**config.mk**
```make
export PLATFORM = sky130hd
export DESIGN_NAME = mote_framer_flat
export DESIGN_NICKNAME = d
export VERILOG_FILES = /design/src/rtl/mote_framer_if.sv /design/src/rtl/mote_framer.sv /design/src/flat_wrapper.sv
export SDC_FILE = /design/constraint.sdc
export NUM_CORES = 1
export LEC_CHECK = 0
export CAP_MARGIN = 20
export CORE_MARGIN = 1
export CORE_UTILIZATION = 36
export CTS_BUF_LIST = sky130_fd_sc_hd__clkbuf_8
export DETAILED_ROUTE_END_ITERATION = 16
export GPL_TIMING_DRIVEN = 0
export PLACE_DENSITY_LB_ADDON = 0.05
export SYNTH_ARGS = -nofsm -noshare
export SYNTH_HDL_FRONTEND = slang
export SYNTH_SLANG_ARGS = --single-unit
```
**constraint.sdc**
```tcl
create_clock -name clk50 -period 2.7 [get_ports clk50]
set_clock_uncertainty 0.1 [all_clocks]
set_input_delay 0.54 -clock clk50 [delete_from_list [all_inputs] [get_ports clk50]]
set_output_delay 0.54 -clock clk50 [all_outputs]
set_load 0.01 [all_outputs]
```
**src/rtl/mote_framer_if.sv**
```systemverilog
// Framer bus: two request/ack payload sources, the timestamp, and the UART byte handshake.
interface mote_framer_if;
  logic       req_a;
  logic [7:0] data_a;
  logic       ack_a;
  logic       req_b;
  logic [7:0] data_b;
  logic       ack_b;
  logic [15:0] timestamp;
  logic       txd_busy;
  logic       txd_start;
  logic [7:0] txd_data;
  logic       frame_active;

  modport master (
    output req_a, data_a, req_b, data_b, timestamp, txd_busy,
    input  ack_a, ack_b, txd_start, txd_data, frame_active
  );

  modport slave (
    input  req_a, data_a, req_b, data_b, timestamp, txd_busy,
    output ack_a, ack_b, txd_start, txd_data, frame_active
  );
endinterface

```
**src/rtl/mote_framer.sv**
```systemverilog
// Round-robin framer: accepts one payload byte from A or B and sends a 6-byte
// frame (sync, id, ts_hi, ts_lo, payload, xor checksum) to a byte UART.
module mote_framer #(
  parameter logic [7:0] SYNC_BYTE = 8'hA5,
  parameter logic [7:0] ID_A      = 8'h01,
  parameter logic [7:0] ID_B      = 8'h02
) (
  input logic          clk50,
  input logic          reset,
  mote_framer_if.slave bus
);

  typedef enum logic [1:0] {ST_IDLE, ST_SEND, ST_HOLD, ST_WAIT} state_t;

  state_t      state;
  logic [2:0]  idx;
  logic        last_b;
  logic [7:0]  id_q;
  logic [15:0] ts_q;
  logic [7:0]  pay_q;
  logic        grant_a;
  logic [7:0]  cur_byte;
  logic [7:0]  checksum;

  // NOTE: every variable gets a value before the case so no latch is inferred.
  always_comb begin
    grant_a  = bus.req_a && (!bus.req_b || last_b);
    checksum = id_q ^ ts_q[15:8] ^ ts_q[7:0] ^ pay_q;
    cur_byte = checksum;
    case (idx)
      3'd0:    cur_byte = SYNC_BYTE;
      3'd1:    cur_byte = id_q;
      3'd2:    cur_byte = ts_q[15:8];
      3'd3:    cur_byte = ts_q[7:0];
      3'd4:    cur_byte = pay_q;
      default: cur_byte = checksum;
    endcase
  end

  // NOTE: sequential state uses non-blocking assignments so all registers update together.
  always_ff @(posedge clk50 or posedge reset) begin
    if (reset) begin
      state            <= ST_IDLE;
      idx              <= 3'd0;
      last_b           <= 1'b1;
      // NOTE: the frame registers are few and reset to zero, unlike a memory array.
      id_q             <= 8'h00;
      ts_q             <= 16'h0000;
      pay_q            <= 8'h00;
      bus.ack_a        <= 1'b0;
      bus.ack_b        <= 1'b0;
      bus.txd_start    <= 1'b0;
      bus.txd_data     <= 8'h00;
      bus.frame_active <= 1'b0;
    end else begin
      bus.ack_a     <= 1'b0;
      bus.ack_b     <= 1'b0;
      bus.txd_start <= 1'b0;
      case (state)
        ST_IDLE: begin
          if (bus.req_a || bus.req_b) begin
            bus.ack_a        <= grant_a;
            bus.ack_b        <= !grant_a;
            last_b           <= !grant_a;
            id_q             <= grant_a ? ID_A : ID_B;
            pay_q            <= grant_a ? bus.data_a : bus.data_b;
            ts_q             <= bus.timestamp;
            idx              <= 3'd0;
            bus.frame_active <= 1'b1;
            state            <= ST_SEND;
          end
        end
        ST_SEND: begin
          if (!bus.txd_busy) begin
            bus.txd_start <= 1'b1;
            bus.txd_data  <= cur_byte;
            state         <= ST_HOLD;
          end
        end
        // HOLD gives the UART one cycle to raise busy before it is sampled.
        ST_HOLD: state <= ST_WAIT;
        ST_WAIT: begin
          if (!bus.txd_busy) begin
            if (idx < 3'd5) begin
              idx   <= idx + 3'd1;
              state <= ST_SEND;
            end else begin
              bus.frame_active <= 1'b0;
              state            <= ST_IDLE;
            end
          end
        end
        default: state <= ST_IDLE;
      endcase
    end
  end

endmodule

```
**src/flat_wrapper.sv**
```systemverilog
// flat-port wrapper written by rule: the top's interface ports become plain ports
module mote_framer_flat 
#(
  parameter logic [7:0] SYNC_BYTE = 8'hA5,
  parameter logic [7:0] ID_A      = 8'h01,
  parameter logic [7:0] ID_B      = 8'h02
)
  (clk50, reset, bus_req_a, bus_data_a, bus_req_b, bus_data_b, bus_timestamp, bus_txd_busy, bus_ack_a, bus_ack_b, bus_txd_start, bus_txd_data, bus_frame_active);
  mote_framer_if bus_i ();
  input logic clk50;
  input logic reset;
  input wire logic [$bits(bus_i.req_a)-1:0] bus_req_a;
  input wire logic [$bits(bus_i.data_a)-1:0] bus_data_a;
  input wire logic [$bits(bus_i.req_b)-1:0] bus_req_b;
  input wire logic [$bits(bus_i.data_b)-1:0] bus_data_b;
  input wire logic [$bits(bus_i.timestamp)-1:0] bus_timestamp;
  input wire logic [$bits(bus_i.txd_busy)-1:0] bus_txd_busy;
  output wire logic [$bits(bus_i.ack_a)-1:0] bus_ack_a;
  output wire logic [$bits(bus_i.ack_b)-1:0] bus_ack_b;
  output wire logic [$bits(bus_i.txd_start)-1:0] bus_txd_start;
  output wire logic [$bits(bus_i.txd_data)-1:0] bus_txd_data;
  output wire logic [$bits(bus_i.frame_active)-1:0] bus_frame_active;
  assign bus_i.req_a = bus_req_a;
  assign bus_i.data_a = bus_data_a;
  assign bus_i.req_b = bus_req_b;
  assign bus_i.data_b = bus_data_b;
  assign bus_i.timestamp = bus_timestamp;
  assign bus_i.txd_busy = bus_txd_busy;
  assign bus_ack_a = bus_i.ack_a;
  assign bus_ack_b = bus_i.ack_b;
  assign bus_txd_start = bus_i.txd_start;
  assign bus_txd_data = bus_i.txd_data;
  assign bus_frame_active = bus_i.frame_active;
  mote_framer #(.SYNC_BYTE(SYNC_BYTE), .ID_A(ID_A), .ID_B(ID_B)) u_core (.clk50(clk50), .reset(reset), .bus(bus_i));
endmodule
```
Word-level counts from Yosys, hierarchy flattened
Index checks and enable logic that the tools add are counted.
{ "op_classes": {"n_lt_le_gt_ge": 1, "muxes": 22, "eq_ne": 12, "n_addsub": 1, "n_reduce_logical": 13, "n_bitwise": 4} }
{ "ops": {"columns": ["cell", "n"], "rows": [
  ["$pmux 8 s5", 1],
  ["$xor 8x8->8", 3],
  ["$mux 1", 10],
  ["$mux 3", 3],
  ["$mux 2", 4],
  ["$mux 8", 1],
  ["$pmux 2 s4", 1],
  ["$reduce_and 4->1", 2],
  ["$eq 3x2->1 const B", 2],
  ["$ne 2x2->1 const B", 3],
  ["$pmux 3 s2", 1],
  ["$eq 2x2->1 const B", 2],
  ["$ne 2x1->1 const B", 2],
  ["$reduce_and 2->1", 2],
  ["$add 3x1->3 const B", 1],
  ["$eq 3x1->1 const B", 1],
  ["$eq 3x3->1 const B", 1],
  ["$logic_not 3->1", 1],
  ["$lt 3x3->1 const B", 1],
  ["$reduce_and 3->1", 1],
  ["$eq 2x1->1 const B", 1],
  ["$logic_not 1->1", 2],
  ["$logic_not 2->1", 1],
  ["$logic_or 1x1->1", 2],
  ["other kinds (4)", 4]
]} }
{ "totals": {"reg_bits": 50, "inputBits": 37} }

Longest topological paths before layout
Gate-level depths: netlist of the first run.
{ "logic_depth": {"depth_word": 6, "depth_mapped": 8, "ltp_nobuf": 6} }

Worst setup path after synthesis of the first run
No wires, ideal clock.
{ "synth_timing": {"path_kind": "register to register", "start": "register u_core.idx[0]", "end": "register u_core.bus.txd_data[0]", "synth_period_minus_slack_ns": 1.892, "n_path_buf": 1, "t_arrival_ns": 1.667, "path_slack_ns": 0.808, "path_stages_with_launch": 7, "required_ns": 2.475, "setup_time_ns": 0.125, "cell_sequence": "dfrtp_1 > ha_1 > ha_1 > clkbuf_2 > a211oi_4 > mux2i_1 > mux2_4"} }
{ "synth_between": {"elab_chain_len": 2, "word_cells_on_any_way": 6, "cone_classes": "4 x eq/ne; 1 x mux; 1 x reduce/logical"} }
{ "synth_lines": {"columns": ["item", "line_no", "text"], "rows": [
  ["start, declared", "mote_framer.sv:16", "logic [2:0] idx;"],
  ["start signal, assigned", "mote_framer.sv:85", "idx <= idx + 3'd1;"],
  ["$eq 3x3->1 (tied with other cells)", "mote_framer.sv:30", "case (idx)"],
  ["$pmux 8 s5 (*)", "mote_framer.sv:30", null],
  ["end signal, assigned", "mote_framer.sv:76", "bus.txd_data <= cur_byte;"],
  ["end, declared", "mote_framer_if.sv:22", "output ack_a, ack_b, txd_start, txd_data, frame_active"]
]} }
Mark *: on every way between the ends. The rest lies on a longest branch, timed or not.
A chain may end at the register's enable or synchronous reset.

Worst setup path in the final report of the first run
{ "layout_timing": {"start": "input port bus_req_b", "end": "register u_core.pay_q[3]"} }
{ "layout_between": {"elab_chain_len": 4, "word_cells_on_any_way": 6, "cone_classes": "1 x mux; 5 x reduce/logical"} }
{ "layout_lines": {"columns": ["item", "line_no", "text"], "rows": [
  ["start, declared", "flat_wrapper.sv:14", "input wire logic [$bits(bus_i.req_b)-1:0] bus_req_b;"],
  ["$logic_not 1->1", "mote_framer.sv:27", "grant_a = bus.req_a && (!bus.req_b || last_b);"],
  ["$logic_or 1x1->1", "mote_framer.sv:27", null],
  ["$logic_and 1x1->1", "mote_framer.sv:27", null],
  ["$mux 8", "mote_framer.sv:66", "pay_q <= grant_a ? bus.data_a : bus.data_b;"],
  ["end signal, assigned", "mote_framer.sv:66", null],
  ["end, declared", "mote_framer.sv:20", "logic [7:0] pay_q;"]
]} }
Parallel ways exist; a longest one is shown, timed or not.

==> impl_metrics.toml, run 1 <==
[setup_path]
worst_path_dominant_cell_family = "buffers and inverters"
worstSetupPathType = "in -> reg"
required_ps = 2820
path_cells = "clkdlybuf4s50_1 -> o21ai_1 -> buf_1 -> buf_2 -> nand2_1 -> o21ai_1"
critPathArrivalTime_ps = 2270
worstSetupEndpointType = "flip-flop"
crit_slowest_cell = "buf_1"
slowest_delay_ps = 570
cp-start-kind = "primary input"
path_buf_inv = 3
path_max_fanout = 10
critPathMostFrequentCell = "o21ai_1"

[global_routing]
grtUsageTotal = 0.168
grt_pass1_vias = 1597
grt.overflow.total = 0
grt_pass1_wl_mm = 8.18
grt_max_degree = 27
antenna_found_initial = 0

[yosys]
seq_area_frac_synth = 0.495
yosysWarnings = 0
netlist_area_um2 = 2230
syn_inst = 200
yosysUniqueCellTypes = 38
synth_top_area_share = 0.483
synth.avg_cell_area_um2 = 11.1
mappedNetlistNets = 245
ys_seq_elements = 44
synth_top_area_cell = "dfrtp_1"
yosys-top-cells-area = "dfrtp_1 (48%), mux2_2 (6.6%), xnor2_1 (5.9%)"

[placed_design]
gp_congestion = 0.754
io_buffers = 48
hpwl_mm = 3.57

[sta]
maxSlewHeadroom = 0.524
fin_crit_ps = 2150
tns_ps = 0
hold_viol = 0
rsz0062_at_grt = "no"
fmax_mhz = 466
setup_viol_count_final = 0
hold_slack_ps = 367
tightest_slew_ps = 715
slew_violations = 0
finalCritPeriodShare = 0.795

[clocking]
cts.clk_slew.worst_paths_ps = 80
ctsHoldBuffers = 0
cts_repair_resize_count = 0
cts.sinks = 44
cts_tree = "built"
post-cts-setup-buffers = 0
htree_levels = 2
cts-root-buf = "clkbuf_8"
clock_path_buffers = 2
cts_buffers = 5
insertion_delay_ps = 290

[flow_run]
cap_viol_max_count = 0

[floorplanning]
fp.dieArea_um2 = 6510
ios = 49
start_util = 0.374
die_x_um = 80.7
num_rows = 28
core_area_um2 = 5960
die_h_um = 80.7

[finish]
final_common_cell = "clkdlybuf4s50_1"
layout.nets = 301
final_layout_size_suffix_gt1_frac = 0.125
antenna_cells = 0
most-common-layout-cells = "clkdlybuf4s50_1 (48), dfrtp_1 (43), nand2_1 (17), o21ai_1 (15), xnor2_1 (15)"
syn2layout_area_growth_pct = 30.7
fillCellCount = 596

[detailed_routing]
first_iter_violations = 73
first_pass_iters = 5
drc = 0
vias = 1643
drtAntennaViolNets = 0
wl_mm = 4.83
vias_per_cell = 4.95
wl_per_cell_um = 14.5

[pwr]
ir_drop_mv = 0.429
power_density_nw_per_um2 = 1080
leakagePower_nw = 1.24

[min_path]
hp-class = "reg -> reg"

[run_status]
status = "finished clean"
==> flip-flops by register name, indices dropped and copies added, names as in the netlist <==
register and cells:
u_core.ts_q 16, u_core.bus.txd_data 8, u_core.pay_q 8, u_core.idx 3, u_core.id_q 2, u_core.state 2, u_core.bus.ack_a 1, u_core.bus.ack_b 1
u_core.bus.frame_active 1, u_core.bus.txd_start 1, u_core.last_b 1
==> kinds of logic after synthesis <==
family | count (synthesis) | share of synthesized area
compound gates | 47 | 0.143
xor+xnor | 18 | 0.0708
fa+ha+maj | 8 | 0.0449
buf+inv | 20 | 0.0359
flops | 44 | 0.495
mux | 29 | 0.142
simple gates | 34 | 0.0685
==> metrics by stage <==
step | utilization | setup WS (ps) | power (W) | area (um2) | instances
after floorplan | - | 808 | 0.00230 | 2230 | 200
after global placement | 0.471 | 29.5 | 0.00273 | 2800 | 323
after detailed placement | 0.474 | 223 | 0.00276 | 2820 | 324
after CTS | 0.489 | 537 | 0.00319 | 2910 | 332
after global routing | 0.489 | 373 | 0.00343 | 2910 | 332
final | 0.489 | 554 | 0.00314 | 2910 | 332
==> area by class of cell <==
class,count,area [um2],share of cell area
clock inverter,2,7.51,0.00258
clock buffer,6,82.6,0.0284
inverter,11,41.3,0.0142
tap,75,93.8,0.0322
multi-input combinational,136,1050,0.359
timing repair buffer,49,500,0.172
sequential,44,1100,0.378
buffer,9,38.8,0.0133
==> cells in the mapped netlist (all sizes together) <==
master / n
buf: 4
mux2: 18
nor2b: 2
mux2i: 11
a222oi: 1
a21oi: 3
o211ai: 2
o2bb2ai: 1
xnor2: 15
a22oi: 1
dfrtp: 43
a31oi: 6
a221oi: 6
a21o: 1
nand3: 4
o21ai: 19
nor2: 7
a22o: 1
dfstp: 1
xor2: 3
a2111oi: 1
nand2: 17
or3b: 1
o22ai: 2
inv: 11
o211a: 1
clkbuf: 5
or2: 1
a211oi: 1
ha: 8
nand2b: 2
a32oi: 1
==> layer usage <==
layer / part of all wire / global-route usage / vias to the layer above
li1: - / - / 815
met1: 0.49 / 0.239 / 787
met2: 0.45 / 0.255 / 35
met3: 0.042 / 0.0375 / 6
met4: 0.011 / 0.0482 / 0
met5: 0 / 0 / -
==> report_power, final <==
| group | total (W) | switching (W) | leakage [nW] | internal (W) |
|---|---|---|---|---|
| Combinational | 0.00149 | 0.000681 | 0.660 | 0.000805 |
| Sequential | 0.00124 | 0.000271 | 0.524 | 0.000965 |
| Clock | 0.000423 | 0.000221 | 0.0538 | 0.000202 |
| Total | 0.00314 | 0.00117 | 1.24 | 0.00197 |
==> worst paths after layout <==
kind / slack (ps) / cells after the start / to / from
max in group asynchronous: 1560 / 3 / u_core.ts_q[4] / reset
setup / recovery: 550 / 6 / u_core.pay_q[3] / bus_req_b
setup reg to reg: 560 / 7 / u_core.bus.txd_data[0] / u_core.idx[2]
hold reg to reg: 370 / 2 / u_core.last_b / u_core.last_b
hold / removal: 370 / 2 / u_core.last_b / u_core.last_b
min in group asynchronous: 460 / 2 / u_core.ts_q[0] / reset
==> tightest hold or removal path: cells and delay by family (launching register included) <==
| kind | cells | cell delay [ps] |
|---|---|---|
| buffers and inverters | 1 | 40 |
| DFF | 1 | 370 |
| AOI/OAI and AO/OA | 1 | 50 |
Power figures use the tool's default switching activity.
==> run 2, diff against run 1 <==
==> constraint.sdc (replaced) <==
create_clock -name clk50 -period 2.19 [get_ports clk50]
set_clock_uncertainty 0.1 [all_clocks]
set_input_delay 0.438 -clock clk50 [delete_from_list [all_inputs] [get_ports clk50]]
set_output_delay 0.438 -clock clk50 [all_outputs]
set_load 0.01 [all_outputs]
==> run 2 against run 1 <==
Net effect: die area unchanged; global-route usage unchanged; sequential power increased by 23%; worst hold slack got worse by 10 ps; final cell count increased by 0.60%; non-clock buffer count increased by 2; core utilization increased by 0.29 points; worst setup slack got worse by 370 ps; via count increased by 0.49%; count of clock-buffer cells in the layout unchanged; combinational power increased by 26%; critical path type is now reg -> reg; largest cell class unchanged; largest power group unchanged.
==> impl_metrics.toml, run 2 (synthesis gave the netlist of run 1 again) <==
[run_status]
status = "finished clean"

[sta]
rsz0062_at_grt = "no"
maxSlewHeadroom = 0.642
hold_viol = 0
tightest_slew_ps = 535
fin_crit_ps = 2000
fin_ws_ps = 188
fmax_mhz = 499
finalCritPeriodShare = 0.914
slew_violations = 0
setup_viol_count_final = 0

[pwr]
power_density_nw_per_um2 = 1340
leakagePower_nw = 1.25
total_power_w = 0.00392
ir_drop_mv = 0.515

[global_routing]
grt_pass1_wl_mm = 8.18
grt_pass1_vias = 1597
antenna_found_initial = 0
grt.overflow.total = 0
grtUsageTotal = 0.168
grt_max_degree = 27

[floorplanning]
fp.dieArea_um2 = 6510
ios = 49
start_util = 0.374
num_rows = 28
core_area_um2 = 5960
die_h_um = 80.7
die_x_um = 80.7

[placed_design]
place_ws_ps = -185
hpwl_mm = 3.57
gp_congestion = 0.754
dp.cells = 324
io_buffers = 48

[finish]
regArea_um2 = 1100
final_common_cell = "clkdlybuf4s50_1"
antenna_cells = 0
reg_top3 = "u_core.ts_q x16, u_core.bus.txd_data x8, u_core.pay_q x8"
layout.nets = 303
fillCellCount = 597
multi_input_area_um2 = 1050
most-common-layout-cells = "clkdlybuf4s50_1 (48), dfrtp_1 (43), nand2_1 (17), o21ai_1 (15), xnor2_1 (15)"
stdcell_count = 334
final_layout_size_suffix_gt1_frac = 0.139
syn2layout_area_growth_pct = 31.5
largest_reg_flops = 16
regMostFlops = "u_core.ts_q"

[setup_path]
crit_slowest_cell = "a222oi_1"
path_cells = "buf_2 -> inv_2 -> ha_1 -> clkbuf_2 -> a222oi_1 -> mux2i_1 -> mux2_4"
worstSetupEndpointType = "flip-flop"
reg2reg_depth = 7
critPathArrivalTime_ps = 2090
worstSetupPathType = "reg -> reg"
rrSetupSlack_ps = 190
r2r_start = "u_core.idx[2]"
path_max_fanout = 9
cp-start-kind = "flip-flop"
slowest_delay_ps = 370
required_ps = 2280
reg2reg_to = "u_core.bus.txd_data[0]"

[flow_run]
cap_viol_max_count = 0

[detailed_routing]
wl_mm = 4.84
vias_per_cell = 4.94
first_iter_violations = 72
wl_per_cell_um = 14.5
first_pass_iters = 4
drtAntennaViolNets = 0
vias = 1651
drc = 0

[clocking]
cts.sinks = 44
clock_path_buffers = 2
cts_tree = "built"
cts.clk_slew.worst_paths_ps = 80
cts-root-buf = "clkbuf_8"
htree_levels = 2
insertion_delay_ps = 290
ctsHoldBuffers = 0
cts_buffers = 5

[min_path]
hp-class = "in -> async"
==> run 2: how the worst max path moves through the flow <==
stage	from	endpoint	cells after the start
2_1_floorplan	u_core.idx[0]	u_core.bus.txd_data[0]	6
3_5_place_dp	bus_req_b	u_core.pay_q[5]	6
5_1_grt	u_core.idx[2]	u_core.bus.txd_data[0]	7
6_report	u_core.idx[2]	u_core.bus.txd_data[0]	7
3_3_place_gp	reset	u_core.bus.ack_b	2
4_1_cts	u_core.idx[2]	u_core.bus.txd_data[0]	7
==> run 2: metrics by stage <==
| stage | util | area (um2) | setup TNS (ps) | hold slack [ps] |
|---|---|---|---|---|
| floorplan | - | 2230 | 0 | 341 |
| global placement | 0.471 | 2800 | -20180 | 351 |
| detailed placement | 0.474 | 2820 | -4360 | 356 |
| CTS | 0.489 | 2910 | 0 | 369 |
| global route | 0.492 | 2930 | 0 | 387 |
| finish | 0.492 | 2930 | 0 | 357 |
==> run 2: power breakdown <==
group	total [W]	leakage [nW]	internal (W)	switching, W
clock network	0.000521	0.0538	0.000248	0.000273
registers	0.00152	0.524	0.00119	0.000335
logic	0.00188	0.676	0.00103	0.000846
total	0.00392	1.25	0.00247	0.00145
==> run 2: what timing repair did <==
item | 4_1_cts | 5_1_grt
gates resized for setup | 0 | 3
buffers inserted | 0 | 2
endpoints found under the setup margin | 0 | 27
==> run 2: area by class of cell <==
type	instances	area share
clock buffer	6	0.0282
inverter	11	0.0141
multi-input combinational	136	0.357
clock inverter	2	0.00256
timing repair buffer	51	0.176
sequential	44	0.376
buffer	9	0.0141
tap	75	0.0320
==> run 2: layer usage <==
metal	track usage	up-vias	wire length (um)
met5	0	-	0
li1	-	822	-
met3	0.0375	6	202
met1	0.239	788	2390
met2	0.255	35	2190
met4	0.0482	0	55
==> run 2: critical path, delay by kind of cell, from the launching register on <==
kind                     cells  cell delay, ps
AO/OA/AOI/OAI                1             370
adder cells (fa/ha/maj)      1             210
buffers and inverters        3             530
flip-flops                   1             320
multiplexers                 2             370
